--- src/rtl/their_seq_ack_gen.sv ---
// their_seq_ack_gen: validates peer segment sequence numbers against per-flow rcv_nxt,
// sizes the accepted payload and requests coalesced or duplicate ACKs.
module their_seq_ack_gen #(
    parameter int NUM_FLOWS   = 8,
    parameter int FLOW_ID_W   = 3,
    parameter int ACK_EVERY_N = 2,
    parameter int CNT_W       = 4
) (
    input  logic                 clk,
    input  logic                 rst_n,
    input  logic                 init_val,
    input  logic [FLOW_ID_W-1:0] init_flow,
    input  logic [31:0]          init_seq,
    input  logic                 in_val,
    output logic                 in_rdy,
    input  logic [FLOW_ID_W-1:0] in_flow,
    input  logic [31:0]          in_seq,
    input  logic [15:0]          in_len,
    input  logic [15:0]          in_free,
    input  logic                 flush_val,
    input  logic [FLOW_ID_W-1:0] flush_flow,
    output logic                 out_val,
    input  logic                 out_rdy,
    output logic [FLOW_ID_W-1:0] out_flow,
    output logic                 out_accept,
    output logic [15:0]          out_trim,
    output logic [15:0]          out_acc_len,
    output logic                 out_send_ack,
    output logic                 out_dup,
    output logic [31:0]          out_ack_num
);
    localparam logic [CNT_W:0] ACK_N = (CNT_W+1)'(ACK_EVERY_N);
    logic [31:0]          rcv_nxt_q [NUM_FLOWS];
    logic [31:0]          rcv_nxt_d [NUM_FLOWS];
    logic [CNT_W-1:0]     cnt_q [NUM_FLOWS];
    logic [CNT_W-1:0]     cnt_d [NUM_FLOWS];
    logic                 out_val_q, out_val_d;
    logic [FLOW_ID_W-1:0] out_flow_q, out_flow_d;
    logic                 out_accept_q, out_accept_d;
    logic [15:0]          out_trim_q, out_trim_d;
    logic [15:0]          out_acc_len_q, out_acc_len_d;
    logic                 out_send_ack_q, out_send_ack_d;
    logic                 out_dup_q, out_dup_d;
    logic [31:0]          out_ack_num_q, out_ack_num_d;
    logic                 slot_free, do_flush, do_seg;
    logic [31:0]          cur_rcv, fl_rcv, d, e, new_rcv;
    logic [CNT_W-1:0]     cur_cnt, fl_cnt, cnt_sat, seg_cnt;
    logic [CNT_W:0]       cnt_inc;
    logic [15:0]          trim, acc_len;
    logic                 is_old, is_future, drop, in_order, ack_now;
    assign slot_free = ~out_val_q | out_rdy;
    assign in_rdy    = rst_n & ~init_val & ~flush_val & slot_free;
    assign do_flush  = ~init_val & flush_val & slot_free;
    assign do_seg    = in_val & in_rdy & (in_len != 16'd0);
    assign cur_rcv   = rcv_nxt_q[in_flow];
    assign cur_cnt   = cnt_q[in_flow];
    assign fl_rcv    = rcv_nxt_q[flush_flow];
    assign fl_cnt    = cnt_q[flush_flow];
    // d <= 0 and e > 0 bound both trim and acc_len below in_len, so 16 bits suffice
    assign d         = in_seq - cur_rcv;
    assign e         = d + {16'h0, in_len};
    assign is_old    = e[31] | (e == 32'd0);
    assign is_future = ~d[31] & (d != 32'd0);
    assign trim      = 16'(32'd0 - d);
    assign acc_len   = e[15:0];
    assign drop      = acc_len > in_free;
    assign in_order  = ~is_old & ~is_future & ~drop;
    assign cnt_inc   = {1'b0, cur_cnt} + 1'b1;
    assign cnt_sat   = &cur_cnt ? cur_cnt : cnt_inc[CNT_W-1:0];
    assign ack_now   = (cnt_inc >= ACK_N) | (trim != 16'd0);
    assign new_rcv   = in_order ? cur_rcv + {16'h0, acc_len} : cur_rcv;
    assign seg_cnt   = is_old ? '0 : in_order ? (ack_now ? '0 : cnt_sat) : cur_cnt;
    always_comb begin
        rcv_nxt_d      = rcv_nxt_q;
        cnt_d          = cnt_q;
        out_val_d      = out_val_q & ~out_rdy;
        out_flow_d     = out_flow_q;
        out_accept_d   = out_accept_q;
        out_trim_d     = out_trim_q;
        out_acc_len_d  = out_acc_len_q;
        out_send_ack_d = out_send_ack_q;
        out_dup_d      = out_dup_q;
        out_ack_num_d  = out_ack_num_q;
        if (init_val) begin
            rcv_nxt_d[init_flow] = init_seq;
            cnt_d[init_flow]     = '0;
        end else if (do_flush) begin
            cnt_d[flush_flow] = '0;
            if (fl_cnt != '0) begin
                out_val_d      = 1'b1;
                out_flow_d     = flush_flow;
                out_accept_d   = 1'b0;
                out_trim_d     = 16'd0;
                out_acc_len_d  = 16'd0;
                out_send_ack_d = 1'b1;
                out_dup_d      = 1'b0;
                out_ack_num_d  = fl_rcv;
            end
        end else if (do_seg) begin
            rcv_nxt_d[in_flow] = new_rcv;
            cnt_d[in_flow]     = seg_cnt;
            out_val_d          = 1'b1;
            out_flow_d         = in_flow;
            out_accept_d       = in_order;
            out_trim_d         = in_order ? trim : 16'd0;
            out_acc_len_d      = in_order ? acc_len : 16'd0;
            out_send_ack_d     = ~in_order | ack_now;
            out_dup_d          = ~in_order;
            out_ack_num_d      = new_rcv;
        end
    end
    always_ff @(posedge clk or negedge rst_n) begin
        if (!rst_n) begin
            for (int i = 0; i < NUM_FLOWS; i++) begin
                rcv_nxt_q[i] <= '0;
                cnt_q[i]     <= '0;
            end
            out_val_q      <= 1'b0;
            out_flow_q     <= '0;
            out_accept_q   <= 1'b0;
            out_trim_q     <= '0;
            out_acc_len_q  <= '0;
            out_send_ack_q <= 1'b0;
            out_dup_q      <= 1'b0;
            out_ack_num_q  <= '0;
        end else begin
            rcv_nxt_q      <= rcv_nxt_d;
            cnt_q          <= cnt_d;
            out_val_q      <= out_val_d;
            out_flow_q     <= out_flow_d;
            out_accept_q   <= out_accept_d;
            out_trim_q     <= out_trim_d;
            out_acc_len_q  <= out_acc_len_d;
            out_send_ack_q <= out_send_ack_d;
            out_dup_q      <= out_dup_d;
            out_ack_num_q  <= out_ack_num_d;
        end
    end
    assign out_val      = out_val_q;
    assign out_flow     = out_flow_q;
    assign out_accept   = out_accept_q;
    assign out_trim     = out_trim_q;
    assign out_acc_len  = out_acc_len_q;
    assign out_send_ack = out_send_ack_q;
    assign out_dup      = out_dup_q;
    assign out_ack_num  = out_ack_num_q;
endmodule

--- config.mk ---
export PLATFORM = sky130hd
export DESIGN_NAME = their_seq_ack_gen
export DESIGN_NICKNAME = d
export VERILOG_FILES = /design/src/rtl/their_seq_ack_gen.sv
export SDC_FILE = /design/constraint.sdc
export NUM_CORES = 1
export LEC_CHECK = 0
export BUFFER_PORTS_ARGS = -buffer_cell sky130_fd_sc_hd__buf_2
export CORE_MARGIN = 5
export CORE_UTILIZATION = 30
export DETAILED_ROUTE_END_ITERATION = 7
export SKIP_CTS_REPAIR_TIMING = 1
export SLEW_MARGIN = 20
export SYNTH_ARGS = -nofsm -noshare
export SYNTH_HDL_FRONTEND = slang
export SYNTH_SLANG_ARGS = --single-unit
--- constraint.sdc ---
create_clock -name clk -period 14.9 [get_ports clk]
set_clock_uncertainty 0.05 [all_clocks]
set_input_delay 0.745 -clock clk [delete_from_list [all_inputs] [get_ports clk]]
set_output_delay 0.745 -clock clk [all_outputs]
set_load 0.005 [all_outputs]
==> flow_summary.toml <==
[outcome]
status = "finished clean"

[place]
dpl-instance-area_um2 = 27000
gp_congestion = 0.965
place_hpwl_um = 75200
numPortBuffers = 182
dp_cells = 3901

[cts]
htree_num_levels = 2
clk-insertion-delay-late_ns = 0.60
clk_pin_slew_ns = 0.06
clockBufferDepth = 3
cts_sinks = 359
cts_root_buf = "clkbuf_16"
cts_tree = "yes"
cts_made_buffers = 43

[drt]
drt_iter0_markers = 3566
vias_per_cell = 6.44
drc_errors = 0
wl_met1_um = 45200
ant_nets = 0
vias = 25700
highest_layer = "met4"
drt_pass1_iterations = 6
routed_wl_um = 115000
wl_met2_um = 49500
dr_wl_met3_um = 14800
wl_per_cell_um = 28.8

[grt]
antenna_found_initial = 10
grt_pass1_wl_um = 167000
grt_max_degree = 81
grt_pass1_vias = 24600
overflow = 0
grt_usage_pct = 24.6

[synth]
synth_area_um2 = 24800
ys_warn_count = 0
synth_flop_cell = "dfrtp_1"
netlist_instances = 2783
synthArstFlopShare_pct = 100
avgSynthCellArea_um2 = 8.91
synth-edff-count = 0
synth_nets = 2982
synth-seq-cells = 359
synth-seq-area-share_pct = 36.2
synth_cell_types = 98

[worst_setup_path]
crit_type = "primary input to flip-flop"
r2r_start = "rcv_nxt_q[0]"
r2r-end = "rcv_nxt_q[13]"
r2r_slack_ns = 5.66
cp_data_arrival_time_ns = 11.07
path_common_cell = "ha_1"
reg2regPathDepth = 30
critPathMaxFanout = 25
cp_slowest_cell = "mux2i_1"
critPathLaunchType = "primary input"
critical_path.endpoint_type = "flip-flop"
required_ns = 15.27
max_stage_delay_ns = 0.82

[power]
power_density_nw_per_um2 = 175
p_leak_nw = 11.8
vdd_ir_drop_max_v = 0.000115

[floorplanning]
top_level_ports = 183
start_util_pct = 30.2
dieHeight_um = 297
die_area_um2 = 88500
rows = 105
die_w_um = 297
design.core.area_um2 = 82000

[sta]
slew_violations = 0
setup-tns-final_ns = 0
fin_crit_ns = 10.70
hold_violations = 0
period_share_pct = 71.8
slew_headroom_pct = 20.9
grt_setup_unrepaired = "no"
max_freq_mhz = 93.5
worstMarginPinSlew_ns = 1.18
setup_viol_count_final = 0

[min_path]
hold_path.class = "primary input to asynchronous set/reset pin"

[layout]
areaGrowthSynthToFinish_pct = 14.8
nFillCells = 8470
layout_commonest_cell = "dfrtp_1"
final_cells = 3985
fin_nets = 3076
design_area_um2 = 28500
layout_common_cells = "359 x dfrtp_1, 284 x nand2_1, 217 x a22oi_1"
drive_above_1_share_pct = 14.9

[job]
cap_violations = 0
## layout make-up
cell class / instances / area, um2 / share of cell area (%)
inverters: 84 / 315 / 1.11
flip-flops and latches: 359 / 8980 / 31.6
diodes: 7 / 17.5 / 0.0615
clock inverters: 9 / 168 / 0.589
multi-input cells: 2128 / 14800 / 51.9
well taps: 1070 / 1340 / 4.70
clock buffers: 67 / 1300 / 4.55
repair buffers: 261 / 1570 / 5.53
## through the flow
| step | total power, W | setup WS, ns | utilization [%] | hold slack, ns |
|---|---|---|---|---|
| 2_1_floorplan | 0.00298 | 6.15 | - | 0.399 |
| 3_3_place_gp | 0.00378 | 4.13 | 32.8 | 0.410 |
| 3_5_place_dp | 0.00379 | 3.90 | 32.9 | 0.415 |
| 4_1_cts | 0.00492 | 4.51 | 34.7 | 0.0780 |
| 5_1_grt | 0.00524 | 3.77 | 34.7 | 0.105 |
| 6_report | 0.00498 | 4.20 | 34.7 | 0.0662 |
## how the worst max path moves through the flow
stage	start	end	slack, ns	cells past startpoint
after floorplan	in_flow[2]	rcv_nxt_q[1]	6.15	35
final	in_flow[1]	rcv_nxt_q[13]	4.20	32
after global routing	in_flow[1]	rcv_nxt_q[237]	3.77	32
after global placement	in_flow[1]	rcv_nxt_q[202]	4.13	32
after detailed placement	in_flow[1]	rcv_nxt_q[13]	3.90	32
after CTS	in_flow[1]	rcv_nxt_q[173]	4.51	32
## registers in the layout, summed over array words and instances (netlist names)
signal and count:
out_accept 1, out_dup 1, out_ack_num 32, rcv_nxt_q 256
out_val 1, out_acc_len 16, cnt_q 32, out_trim 16
out_send_ack 1, out_flow 3
## power breakdown
part           internal, W  switching, W  total, W  leakage, nW
Combinational     0.000851       0.00158   0.00243         6.51
Sequential         0.00121      0.000207   0.00142         4.60
Clock             0.000665      0.000459   0.00112        0.718
Total              0.00273       0.00225   0.00498         11.8
## cells in the mapped netlist (50+ instances only)
cell,instances,area share [%]
dfrtp_1,359,36
nand2_1,284,4.3
a22oi_1,217,6.6
a21oi_1,172,3.5
o21ai_0,168,3.4
nor2_1,165,2.5
clkbuf_1,156,2.4
ha_1,85,4.3
o221ai_1,84,3.0
inv_1,83,1.3
nand3_1,75,1.5
a22o_1,72,2.5
mux2i_1,72,2.9
nor3_1,63,1.3
a221oi_1,59,2.1
a211oi_1,50,1.5
## worst max-delay path: cells and delay by family
kind	cells	cell delay, ns
buffers and inverters	4	1.69
AND/OR/NAND/NOR	10	3.01
adder cells (fa/ha/maj)	3	1.03
AO/OA/AOI/OAI	12	2.71
multiplexers	1	0.82
XOR/XNOR	2	1.00
## per-layer routing
metal,GRT usage [%],vias to the layer above
met5,0,-
li1,-,10900
met2,37.8,1848
met3,8.39,390
met1,31.9,12500
met4,9.69,0
## cell families (layout without fill, tap and decap cells)
kind of cell               count (synthesis)  count (layout)  synth area share, %
adders and majority gates                 88              88                 4.53
muxes                                    105             105                 5.10
xor gates and xnor gates                  76              76                 2.98
DFF                                      359             359                 36.2
and+or+nand+nor                          814             814                 15.9
buffers and inverters                    296             421                 4.84
other                                      0               7                    0
AOI/OAI and AO/OA                       1045            1045                 30.4
No activity file was read; power rests on OpenSTA's default activity.
